**src/rtl/instr_fetch_unit.sv**
```systemverilog
// Sequential instruction fetch with a 1-cycle-latency memory, FQ_DEPTH-entry fetch queue and redirect flush.
// Optional macro IFU_ALIGN_CHECK_EN adds instr_fault and halts fetch at the first misaligned PC.
module instr_fetch_unit #(
  parameter int              XLEN     = 32,
  parameter int              AW       = 32,
  parameter logic [AW-1:0]   RESET_PC = '0,
  parameter int              PC_STEP  = 4,
  parameter int              FQ_DEPTH = 4
) (
  input  logic                        clk,
  input  logic                        rst,
  output logic                        imem_req,
  output logic [AW-1:0]               imem_addr,
  input  logic [XLEN-1:0]             imem_rdata,
  input  logic                        redirect_valid,
  input  logic [AW-1:0]               redirect_pc,
  output logic                        instr_valid,
  input  logic                        instr_ready,
  output logic [XLEN-1:0]             instr_data,
  output logic [AW-1:0]               instr_pc,
  output logic [$clog2(FQ_DEPTH):0]   fq_count
`ifdef IFU_ALIGN_CHECK_EN
  ,
  output logic                        instr_fault
`endif
);

  localparam int PW = $clog2(FQ_DEPTH);
  localparam int CW = PW + 1;

  // Downstream handshake: a transfer happens on a rising edge where
  // instr_valid && instr_ready; data/pc hold steady while valid && !ready.

  logic [AW-1:0]   pc;
  logic            inflight;
  logic [AW-1:0]   inflight_pc;
  logic [XLEN-1:0] q_data [FQ_DEPTH];
  logic [AW-1:0]   q_pc   [FQ_DEPTH];
  logic [PW-1:0]   head;
  logic [PW-1:0]   tail;
  logic [CW-1:0]   count;

  logic            issue_slot;
  logic            push;
  logic            pop;
  logic [XLEN-1:0] push_data;

`ifdef IFU_ALIGN_CHECK_EN
  logic            q_fault [FQ_DEPTH];
  logic            inflight_fault;
  logic            halted;
  logic            misaligned;
`endif

  always_comb begin
    // The in-flight request already owns a slot, so the queue can never overflow.
    issue_slot = !rst && !redirect_valid && ((count + CW'(inflight)) < CW'(FQ_DEPTH));
`ifdef IFU_ALIGN_CHECK_EN
    misaligned = (pc % AW'(PC_STEP)) != '0;
    issue_slot = issue_slot && !halted;
    imem_req   = issue_slot && !misaligned;
    push_data  = inflight_fault ? '0 : imem_rdata;
`else
    imem_req   = issue_slot;
    push_data  = imem_rdata;
`endif
    imem_addr   = pc;
    push        = inflight && !redirect_valid;
    instr_valid = (count != '0);
    pop         = instr_valid && instr_ready;
    instr_data  = instr_valid ? q_data[head] : '0;
    instr_pc    = instr_valid ? q_pc[head]   : '0;
    fq_count    = count;
`ifdef IFU_ALIGN_CHECK_EN
    instr_fault = instr_valid ? q_fault[head] : 1'b0;
`endif
  end

  always_ff @(posedge clk) begin
    if (rst) begin
      pc          <= RESET_PC;
      inflight    <= 1'b0;
      inflight_pc <= '0;
      head        <= '0;
      tail        <= '0;
      count       <= '0;
`ifdef IFU_ALIGN_CHECK_EN
      inflight_fault <= 1'b0;
      halted         <= 1'b0;
`endif
    end else begin
      inflight    <= issue_slot;
      inflight_pc <= pc;
      if (imem_req) pc <= pc + AW'(PC_STEP);
`ifdef IFU_ALIGN_CHECK_EN
      inflight_fault <= misaligned;
      if (issue_slot && misaligned) halted <= 1'b1;
`endif
      if (redirect_valid) begin
        // A pop in this cycle is still a real transfer; the flush just drops the rest.
        pc    <= redirect_pc;
        head  <= '0;
        tail  <= '0;
        count <= '0;
`ifdef IFU_ALIGN_CHECK_EN
        halted <= 1'b0;
`endif
      end else begin
        if (push) tail <= tail + 1'b1;
        if (pop)  head <= head + 1'b1;
        count <= count + CW'(push) - CW'(pop);
      end
    end
  end

  always_ff @(posedge clk) begin
    if (!rst && push) begin
      q_data[tail] <= push_data;
      q_pc[tail]   <= inflight_pc;
`ifdef IFU_ALIGN_CHECK_EN
      q_fault[tail] <= inflight_fault;
`endif
    end
  end

endmodule

```
**config.mk**
```make
export PLATFORM = sky130hd
export DESIGN_NAME = instr_fetch_unit
export DESIGN_NICKNAME = d
export VERILOG_FILES = /design/src/rtl/instr_fetch_unit.sv
export SDC_FILE = /design/constraint.sdc
export NUM_CORES = 1
export LEC_CHECK = 0
export BUFFER_PORTS_ARGS = -buffer_cell sky130_fd_sc_hd__buf_2
export CELL_PAD_IN_SITES_DETAIL_PLACEMENT = 1
export CELL_PAD_IN_SITES_GLOBAL_PLACEMENT = 1
export CORE_MARGIN = 1
export CORE_UTILIZATION = 44
export DETAILED_ROUTE_END_ITERATION = 10
export PLACE_DENSITY_LB_ADDON = 0.1
export SLEW_MARGIN = 20
export SYNTH_ARGS = -nofsm -noshare
export SYNTH_HDL_FRONTEND = slang
export SYNTH_SLANG_ARGS = --single-unit
```
**constraint.sdc**
```tcl
create_clock -name clk -period 2.76 [get_ports clk]
set_clock_uncertainty 0.15 [all_clocks]
set_input_delay 0.552 -clock clk [delete_from_list [all_inputs] [get_ports clk]]
set_output_delay 0.552 -clock clk [all_outputs]
set_load 0.01 [all_outputs]
```
# [Word-level counts from Yosys, hierarchy flattened]
# Memory sizes are Yosys's and may differ from the RTL's. A register that Yosys moved wholly into a read port is not among the register bits.
# Cells that the tools add are included.
[totals] ramBits=256 rom_bits=0 n_memories=2 reg_bits=72 out_inout_bits=101 latch_bits=0 word_cells=35
[op_classes] n_eq_ne=0 div=0 order_cmp=1 n_bitwise=0 shifts=0 addsub=6 mul=0 n_reduce_logical=10 n_mux=10
[mem_list] memory="q_data" words=4 word_bits=32 rd=1 rd_clocked_by_memory_dff=1 write_ports=1 line_no="37" text="logic [XLEN-1:0] q_data [FQ_DEPTH];"
[mem_list] memory="q_pc" words=4 word_bits=32 rd=1 rd_clocked_by_memory_dff=1 write_ports=1 line_no="38" text="logic [AW-1:0] q_pc [FQ_DEPTH];"
[op_table] operator="32-bit 2-to-1 mux" n=4
[op_table] operator="32-bit by 3-bit adder with 32-bit output (second input constant)" n=1
[op_table] operator="2-bit 2-to-1 mux" n=4
[op_table] operator="3-bit by 1-bit adder with 3-bit output" n=2
[op_table] operator="1-bit logical AND" n=5
[op_table] operator="2-bit by 1-bit adder with 2-bit output (second input constant)" n=2
[op_table] operator="3-bit less-than comparator (second input constant)" n=1
[op_table] operator="3-bit nonzero test" n=1
[op_table] operator="3-bit by 1-bit subtractor with 3-bit output" n=1
[op_table] operator="1-bit zero test" n=2
[op_table] operator="1-bit 2-to-1 mux" n=2
[op_table] operator="2-bit nonzero test" n=1
[op_table] operator="2-bit OR reduction" n=1

# [Depth between registers and ports, before layout]
# Gate-level depths: netlist (run 1).
[logic_depth] depth_word=5 mapped_depth=12 depth_no_buf=10

# [Worst setup path after synthesis (run 1)]
# OpenSTA, ideal clock, no wires.
[synth_timing] path_kind="input port to flip-flop" startpoint="in redirect_valid" endpoint="mem q_data[0][0] (enable)" t_required_ps=2181 cell_stages=2 arrival_ps=2447 slack_ps=-266 path_buffers=0 cell_sequence="nor2_1 -> and3_1"
[synth_via] elab_chain_len=5
[synth_rtl] item="start: declaration" line_no="15" text="input logic redirect_valid,"
[synth_rtl] item="1-bit zero test" line_no="68" text="push = inflight && !redirect_valid;"
[synth_rtl] item="1-bit logical AND" line_no="68"
[synth_rtl] item="1-bit logical AND" line_no="117" text="if (!rst && push) begin"
[synth_rtl] item="1-bit 2-to-1 mux" line_no="117"
[synth_rtl] item="1-bit 2-to-1 mux (implied by the code)" line_no="118" text="q_data[tail] <= push_data;"
[synth_rtl] item="end: declaration" line_no="37"
# Every way passes these cells.

==> run summary, run 1 <==
Total GRT Usage -> 20.1%
Post-synth net total -> 816
Vias post-DR -> 7207
Max-cap violations -> 0
Die width -> 172 µm
Share of layout cells above drive strength 1 -> 37.6%
Critical path class -> reg2out
Setup crit start kind -> flop
Worst-case clock buffer depth -> 3
Pwr Density -> 657 nW/µm²
Netlist cell types -> 46
Core box area -> 28100 µm²
Port bufs -> 168
Wire per inst -> 21.7 µm
CP max stage cell -> mux4_2
Post-synth top area share -> 60.4%
First-pass GRT wire length -> 44.2 mm
Vias in the first global route -> 7784
Slew @ Worst Pin -> 0.491 ns
Worst Path Max Fanout -> 8
Top post-synthesis cells by area -> edfxtp_1 (60%), dfxtp_1 (12%), mux4_2 (11%), and2_1 (3.3%), nor2b_1 (1.4%)
Die H -> 172 µm
Starting DRT DRC Count -> 544
1st-pass router iterations -> 4
WL final -> 29.5 mm
Vias/cell -> 5.30
Post-synthesis sequential element count -> 330
Type of the tightest min-delay check -> in2reg
Lkg Pwr -> 0.00571 µW
Final Slew Violations -> 0
Antenna violations before repair -> 3
Largest net degree at the start of global routing -> 66
WP data required -> 2.06 ns
Post-synth top flop -> edfxtp_1
Post-Synthesis Cell Area -> 12700 µm²
Min Tclk post-route -> 2.74 ns
Die area -> 29600 µm²
DP HPWL -> 18.5 mm
Sequential element share of the synthesized area -> 72.1%
Final Cycle Share -> 99.2%
Placed cell area -> 14300 µm²
Sink Count -> 330
# hold bufs at CTS -> 0
Total gr overflow -> 0
Crit end category -> primary output
Max Fclk -> 365 MHz
Site row count -> 61
Crit path arrival time -> 2.04 ns
Final setup fails -> 0
Area grow syn2layout -> 24.1%
Setup WS post-layout -> 0.0218 ns
CTS Buf Count -> 35
Worst slack, placed -> 0.0601 ns
# nets final -> 1033
I/O pins -> 169
Root Buffer Master -> clkbuf_16
Htree depth -> 2
Setup TNS -> 0 ns
Clock Pin Slew Worst Setup and Hold Paths -> 0.06 ns
TritonCTS clock tree -> yes
Crit-path cells -> buf_12, clkbuf_16, mux4_2, and2_4, buf_6
Rel. slew slack -> 66.9%
Number of cells produced by synthesis -> 740
Post-synth EDFFs -> 256
Final hold violations -> 0
Drt drc -> 0
Outcome -> complete, no violations
Post-route cell area -> 15800 µm²
Placer Congestion -> 0.786
Synthesized area per cell -> 17.2 µm²
Diode count -> 0
Initial cell density of the core -> 45.3%
R2R Setup Slk -> 0.12 ns
Detail Route Antenna Nets -> 0
Async SR Flop Fraction -> 0%
Slowest stage delay, CP -> 0.50 ns
RSZ-0062 raised after global routing -> true
Final Util -> 56.2%
Clock Latency Late Sink -> 0.51 ns
Worst VDD drop -> 0.000396 V
Yosys synthesis warning count -> 0
Fillers -> 2679
Yosys top cell by area -> edfxtp_1
metal layers:
layer / global-route usage [%] / share of wire [%] / vias to the layer above
met4: 4.89 / 1.5 / 6
met2: 35.6 / 51 / 175
li1: - / - / 3273
met5: 0 / 0.13 / -
met3: 3.87 / 4.4 / 40
met1: 25.5 / 42 / 3713
cells in the mapped netlist, drive strengths merged, types with 9 or more instances:
| master | n |
|---|---|
| edfxtp | 256 |
| dfxtp | 74 |
| and2 | 67 |
| mux4 | 64 |
| nor2 | 32 |
| nor2b | 29 |
| clkbuf | 28 |
| nand2 | 26 |
| xor2 | 17 |
| a211oi | 13 |
| nand4 | 13 |
| and3 | 11 |
| nand3 | 11 |
| inv | 10 |
| a21oi | 9 |
| buf | 9 |
| xnor2 | 9 |
report_power, final:
| group | switching, µW | internal, µW |
|---|---|---|
| Combinational | 291 | 259 |
| Clock | 1790 | 2540 |
| Sequential | 76.8 | 5420 |
placed cells by master (no fill, tap or decap), types with 23 or more instances in the layout:
cell type and n:
buf_2 146, edfxtp_1 256, dfxtp_1 72, nand2_1 26, buf_4 32, clkbuf_16 40, buf_6 23, and2_1 43
mux4_2 64, nor2b_1 29, nor2_1 31, and2_4 24
worst max-delay path: cells and delay by family, from the launching register on:
kind	cells	cell delay, ns
and+or+nand+nor	1	0.18
buffers and inverters	3	0.45
muxes	1	0.50
DFF	1	0.40
per-stage QoR:
step	power, µW	instances	hold WS [ns]
after global placement	6080	1282	0.294
after detailed placement	6100	1282	0.317
after CTS	10500	1350	0.0977
final	10400	1359	0.116
after floorplan	5830	740	0.288
after global routing	10700	1359	0.103
what timing repair did:
item / in CTS / in global routing
pin swaps: 1 / 1
endpoints found under the hold margin: 0 / 0
endpoints found under the setup margin: 64 / 61
cloned: 1 / 3
resized for setup: 14 / 43
setup buffers: 6 / 6
worst paths after layout:
| check | startpoint | endpoint | cells after the start |
|---|---|---|---|
| worst max-delay path | flop | instr_pc[11] | 5 |
| worst max register to register | fq_count[1] | fq_count[2] | 10 |
| worst min-delay path | imem_rdata[3] | q_data[2][3] | 1 |
| worst min register to register | inflight_pc[24] | q_pc[2][24] | 0 |
flip-flops by register name (all words and copies together) (netlist names), named ones only:
signal and cells:
q_pc 128, q_data 128, inflight 1, fq_count 3, imem_addr 32, tail 2, head 2, inflight_pc 32
cells by family after synthesis:
kind of cell / after synthesis / share of synthesized area, %
flops: 330 / 72.1
simple gates: 215 / 9.56
mux: 69 / 11.7
buf+inv: 49 / 1.52
compound gates: 43 / 2.37
xor+xnor: 26 / 1.85
fa+ha+maj: 8 / 0.846
area by class of cell:
type | count | area (µm²) | area share, %
inverters | 12 | 45.0 | 0.285
repair buffers | 217 | 1590 | 10.1
multi-input cells | 361 | 3440 | 21.8
flip-flops and latches | 330 | 9180 | 58.1
clock inverters | 13 | 55.1 | 0.349
well taps | 378 | 473 | 3.00
clock buffers | 48 | 1010 | 6.38
No activity file was read; power rests on OpenSTA's default activity.
==> run 2, diff against run 1 <==
==> constraint.sdc (replaced) <==
create_clock -name clk -period 2.76 [get_ports clk]
set_clock_uncertainty 0.15 [all_clocks]
set_input_delay 0.414 -clock clk [delete_from_list [all_inputs] [get_ports clk]]
set_output_delay 0.414 -clock clk [all_outputs]
set_load 0.01 [all_outputs]
==> run 2 against run 1 <==
Net effect: via count up 0.94%; sequential share of layout area up 0.38 points; combinational power down 3%; cell area down 0.62%; sequential power about the same; register-to-register slack about the same; worst setup slack better by 0.085 ns; non-clock buffer count up 16; largest power group unchanged.
==> run summary, run 2 (synthesis gave the netlist of run 1 again) <==
Diode count -> 0 (unchanged)
Port bufs -> 168 (unchanged)
Most frequent cells in the layout -> edfxtp_1 (256), buf_2 (168), dfxtp_1 (70), and2_1 (67), mux4_2 (64) (was edfxtp_1 (256), buf_2 (146), dfxtp_1 (72), mux4_2 (64), and2_1 (43))
Root Buffer Master -> clkbuf_16 (unchanged)
Final setup fails -> 0 (unchanged)
Outcome -> complete, no violations (unchanged)
TritonCTS clock tree -> yes (unchanged)
Clock Pin Slew Worst Setup and Hold Paths -> 0.06 ns (about the same)
Type of the tightest min-delay check -> in2reg (unchanged)
I/O pins -> 169 (unchanged)
Max-cap violations -> 0 (unchanged)
Switching power total -> 2180 µW (was 2160 µW)
Net Sw Frac -> 20.8% (about the same)
Crit path arrival time -> 2.09 ns (was 2.04 ns)
CP Buf/Inv Count -> 3 (unchanged)
Slowest stage delay, CP -> 0.43 ns (was 0.50 ns)
Slew @ Worst Pin -> 0.525 ns (was 0.491 ns)
Max Fclk -> 377 MHz (was 365 MHz)
R2r worst-path depth -> 10 (unchanged)
Commonest non-fill, non-tap cell in the layout -> edfxtp_1 (unchanged)
Worst-case clock buffer depth -> 3 (unchanged)
Starting DRT DRC Count -> 364 (was 544)
Worst slack, placed -> 0.127 ns (was 0.0601 ns)
Initial cell density of the core -> 45.3% (unchanged)
Min Tclk post-route -> 2.65 ns (was 2.74 ns)
Clock network power share -> 42.4% (was 41.7%)
Drt drc -> 0 (unchanged)
Crit-path cells -> nand3_1, xor2_2, buf_4, nand2_1, clkinv_1, buf_2 (was buf_12, clkbuf_16, mux4_2, and2_4, buf_6)
Core box area -> 28100 µm² (unchanged)
1st-pass router iterations -> 4 (unchanged)
Setup TNS -> 0 ns (unchanged)
Final hold violations -> 0 (unchanged)
CTS Buf Count -> 34 (was 35)
Die width -> 172 µm (unchanged)
Total GRT Usage -> 20.5% (was 20.1%)
DP HPWL -> 18.9 mm (was 18.5 mm)
Worst Path Max Fanout -> 13 (was 8)
Htree depth -> 2 (unchanged)
Pwr Density -> 668 nW/µm² (was 657 nW/µm²)
Antenna violations before repair -> 1 (was 3)
Final Cycle Share -> 96.1% (was 99.2%)
Vias in the first global route -> 7954 (was 7784)
Total Power -> 10500 µW (was 10400 µW)
Crit end category -> primary output (unchanged)
Sink Count -> 330 (unchanged)
WL final -> 29.9 mm (was 29.5 mm)
Largest net degree at the start of global routing -> 66 (unchanged)
Clock Latency Late Sink -> 0.51 ns (about the same)
Worst VDD drop -> 0.000347 V (was 0.000396 V)
Share of layout cells above drive strength 1 -> 33.0% (was 37.6%)
Vias/cell -> 5.29 (was 5.30)
Area grow syn2layout -> 23.3% (was 24.1%)
Wire per inst -> 21.7 µm (about the same)
Total gr overflow -> 0 (unchanged)
Sequential share of power -> 52.5% (was 53.0%)
Placer Congestion -> 0.785 (was 0.786)
Die area -> 29600 µm² (unchanged)
Die H -> 172 µm (unchanged)
Top flop regs -> q_data x128, q_pc x128 (unchanged)
Final Slew Violations -> 0 (unchanged)
Final hold slack -> 0.0214 ns (was 0.116 ns)
# nets final -> 1048 (was 1033)
Worst path top cell family by delay -> buffers and inverters (was multiplexers)
Site row count -> 61 (unchanged)
Vias post-DR -> 7275 (was 7207)
Logic pwr share -> 5.1% (was 5.3%)
WP data required -> 2.20 ns (was 2.06 ns)
Lkg Pwr -> 0.00567 µW (was 0.00571 µW)
Rel. slew slack -> 65.0% (was 66.9%)
Setup WS post-layout -> 0.107 ns (was 0.0218 ns)
Critical path class -> reg2out (unchanged)
CP max stage cell -> dfxtp_2 (was mux4_2)
CP Depth -> 6 (was 5)
Internal power -> 8300 µW (was 8210 µW)
RSZ-0062 raised after global routing -> false (was true)
Setup crit start kind -> flop (unchanged)
WHS Path Cells -> 3 (was 1)
Detail Route Antenna Nets -> 0 (unchanged)
First-pass GRT wire length -> 45.2 mm (was 44.2 mm)
[run 2: power groups by stage]
stage | combinational (µW) | sequential, µW | clock, µW
floorplan | 242 | 5590 | 0
global placement | 487 | 5590 | 0
detailed placement | 501 | 5600 | 0
CTS | 545 | 5500 | 4540
global route | 583 | 5500 | 4690
finish | 535 | 5500 | 4440
[run 2: final timing paths]
path	slack, ns	startpoint	endpoint
min reg2reg	0.32	inflight_pc[16]	q_pc[2][16]
max	0.11	inflight	imem_req
min	0.02	redirect_pc[0]	imem_addr[0]
max reg2reg	0.13	fq_count[0]	fq_count[2]
[run 2: routing by layer]
layer	up-vias	part of all wire [%]	track usage, %	wire length, µm
li1	3308	-	-	-
met1	3747	42	25.8	12500
met2	169	52	36.4	15500
met3	49	4.5	3.64	1330
met4	2	1.7	5.39	522
met5	-	0.043	0	13
[run 2: metrics by stage]
stage / cells / utilization (%) / cell area [µm²]
detailed placement: 1279 / 50.7 / 14200
floorplan: 740 / - / 12700
CTS: 1375 / 55.8 / 15700
global placement: 1279 / 50.7 / 14200
finish: 1375 / 55.8 / 15700
global route: 1375 / 55.8 / 15700
[run 2: worst min-delay path: cells and delay by family]
kind          cells  cell delay [ns]
buf+inv           1             0.08
simple gates      1             0.07
mux               1             0.06
[run 2: what timing repair did]
action / in CTS / in global routing
hold buffers: 32 / 0
setup buffers: 3 / 0
setup endpoints to repair: 53 / 2
gates resized for setup: 2 / 1
hold endpoints to repair: 125 / 0
[run 2: area by class of cell]
type                       count  area, µm²
tap                          378        473
timing repair buffer         233       1530
clock inverter                 6       23.8
multi-input combinational    361       3380
clock buffer                  55       1060
fill                        2686      12400
inverter                      12       45.0
sequential                   330       9180
==> run 3, diff against run 2 <==
CORE_MARGIN = 2   (was 1)
CORE_UTILIZATION = 52   (was 44)
PLACE_DENSITY = 0.95   (was unset)
PLACE_DENSITY_LB_ADDON = unset   (was 0.1)
clock period = 3.1 ns   (was 2.76 ns; I/O delays follow)
==> run 3 against run 2 <==
Net effect: sequential share of layout area up 1.7 points; critical path type unchanged; clock-buffer cell count decreased by 2; largest power group unchanged; global-route usage is 3.2 points higher.
==> run summary, run 3 (synthesis gave the netlist of run 1 again) <==
Wire per inst -> 23.4 µm (was 21.7 µm)
Switching power total -> 1910 µW (was 2180 µW)
1st-pass router iterations -> 5 (was 4)
Worst Path Max Fanout -> 20 (was 13)
Reg2Reg Capture Point -> fq_count[2] (unchanged)
Max Fclk -> 340 MHz
Initial cell density of the core -> 52.6% (was 45.3%)
Die width -> 160 µm (was 172 µm)
Commonest non-fill, non-tap cell in the layout -> edfxtp_1 (unchanged)
CTS Buf Count -> 34 (unchanged)
Clock network power share -> 42.3% (was 42.4%)
Root Buffer Master -> clkbuf_16 (unchanged)
Crit path arrival time -> 2.33 ns (was 2.09 ns)
Detail Route Antenna Nets -> 0 (unchanged)
Worst-case clock buffer depth -> 3 (unchanged)
Crit end category -> primary output (unchanged)
Antenna violations before repair -> 0 (was 1)
Net Sw Frac -> 20.6% (was 20.8%)
Placer Congestion -> 0.851 (was 0.785)
WL final -> 30.0 mm (was 29.9 mm)
Setup WS post-layout -> 0.158 ns (was 0.107 ns)
Logic pwr share -> 4.8% (was 5.1%)
Critical path class -> reg2out (unchanged)
Final Cycle Share -> 94.9%
WHS Path Cells -> 1 (was 3)
Min Tclk post-route -> 2.94 ns
Top flop regs -> q_data x128, q_pc x128 (unchanged)
Area grow syn2layout -> 19.9% (was 23.3%)
WP data required -> 2.48 ns (was 2.20 ns)
Slew @ Worst Pin -> 0.760 ns (was 0.525 ns)
Vias/cell -> 5.68 (was 5.29)
Final setup fails -> 0 (unchanged)
Vias in the first global route -> 7944 (was 7954)
# hold bufs at CTS -> 0 (was 32)
Outcome -> complete, no violations (unchanged)
I/O pins -> 169 (unchanged)
Total GRT Usage -> 23.7% (was 20.5%)
Rel. slew slack -> 49.0% (was 65.0%)
Die area -> 25700 µm² (was 29600 µm²)
Setup TNS -> 0 ns (unchanged)
Register area -> 9180 µm² (about the same)
Type of the tightest min-delay check -> in2reg (unchanged)
Share of layout cells above drive strength 1 -> 33.7% (was 33.0%)
TritonCTS clock tree -> yes (unchanged)
Final hold violations -> 0 (unchanged)
Largest net degree at the start of global routing -> 66 (unchanged)
Pwr Density -> 607 nW/µm² (was 668 nW/µm²)
Internal power -> 7350 µW (was 8300 µW)
Fillers -> 2176 (was 2686)
Starting DRT DRC Count -> 456 (was 364)
First-pass GRT wire length -> 46.3 mm (was 45.2 mm)
Total Power -> 9260 µW (was 10500 µW)
RSZ-0062 raised after global routing -> false (unchanged)
Drt drc -> 0 (unchanged)
Setup crit start kind -> flop (unchanged)
Worst VDD drop -> 0.000297 V (was 0.000347 V)
Area of the multi-input gates -> 3380 µm² (unchanged)
Total gr overflow -> 0 (unchanged)
Port bufs -> 168 (unchanged)
Htree depth -> 2 (unchanged)
Final hold slack -> 0.0268 ns (was 0.0214 ns)
Die H -> 160 µm (was 172 µm)
Hold Crit Start -> imem_rdata[10] (was redirect_pc[0])
Sink Count -> 330 (unchanged)
DP HPWL -> 19.7 mm (was 18.9 mm)
Hold path endpoint -> q_data[2][10] (was imem_addr[0])
Post CTS Setup Buffer Count -> 0 (was 3)
Lkg Pwr -> 0.00551 µW (was 0.00567 µW)
Max-cap violations -> 0 (unchanged)
Placed cell area -> 14200 µm² (about the same)
Diode count -> 0 (unchanged)
# nets final -> 1010 (was 1048)
R2r worst-path depth -> 10 (unchanged)
Clock Latency Late Sink -> 0.50 ns (was 0.51 ns)
# resized after CTS -> 0 (was 2)
Clock Pin Slew Worst Setup and Hold Paths -> 0.06 ns (about the same)
Post-route cell area -> 15200 µm² (was 15700 µm²)
Vias post-DR -> 7292 (was 7275)
Final Slew Violations -> 0 (unchanged)
Most frequent cells in the layout -> edfxtp_1 (256), buf_2 (168), dfxtp_1 (72), and2_1 (67), mux4_2 (64) (was edfxtp_1 (256), buf_2 (168), dfxtp_1 (70), and2_1 (67), mux4_2 (64))
R2R Setup Slk -> 0.39 ns (was 0.13 ns)
Crit Reg-Reg Startpoint -> fq_count[1] (was fq_count[0])
Sequential share of power -> 52.9% (was 52.5%)
Worst slack, placed -> 0.391 ns (was 0.127 ns)
Core box area -> 24200 µm² (was 28100 µm²)
Site row count -> 57 (was 61)
-- run 3: changes by cell type in the layout (fill, tap and decap cells not counted), sizes merged --
cell / delta
dlygate4sd3: -32
clkbuf: -2
buf: -6
bufinv: +1
clkinv: +1
-- run 3: metal layers --
layer / wire, µm / GRT usage, % / part of all wire, % / vias to the layer above
li1: - / - / - / 3233
met1: 11900 / 30.4 / 40 / 3697
met2: 15400 / 41.1 / 51 / 300
met3: 1850 / 4.49 / 6.2 / 62
met4: 796 / 7.90 / 2.7 / 0
met5: 0 / 0 / 0 / -
-- run 3: area by class of cell --
type                       instances  area share, %
timing repair buffer             195           7.66
inverter                          12          0.295
tap                              324           2.66
multi-input combinational        361           22.1
sequential                       330           60.2
clock buffer                      53           6.66
clock inverter                     8          0.410
-- run 3: power groups by stage --
stage               logic, µW  registers (µW)  clock network, µW
CTS                       448            4900               3980
global route              481            4910               4130
detailed placement        444            4990                  0
floorplan                 215            4980                  0
finish                    443            4900               3920
global placement          421            4980                  0
-- run 3: worst max-delay path, cell delays in order, from the launching register on --
cell and delay (ns):
dfxtp_4 0.65, buf_4 0.29, mux4_2 0.55, and2_1 0.19
buf_2 0.14
-- run 3: worst max-delay path by stage --
stage,start,endpoint,slack [ns]
floorplan,redirect_valid,q_data[0][0],0.16
global placement,fq_count[1],fq_count[2],0.55
CTS,flop,instr_data[31],0.12
detailed placement,fq_count[1],fq_count[2],0.39
global route,flop,instr_pc[15],0.07
finish,flop,instr_pc[15],0.16
-- run 3: metrics by stage --
step / cells / utilization [%]
after global routing: 1283 / 63.1
after global placement: 1222 / 58.6
final: 1283 / 63.1
after detailed placement: 1222 / 58.6
after CTS: 1283 / 63.1
after floorplan: 740 / -
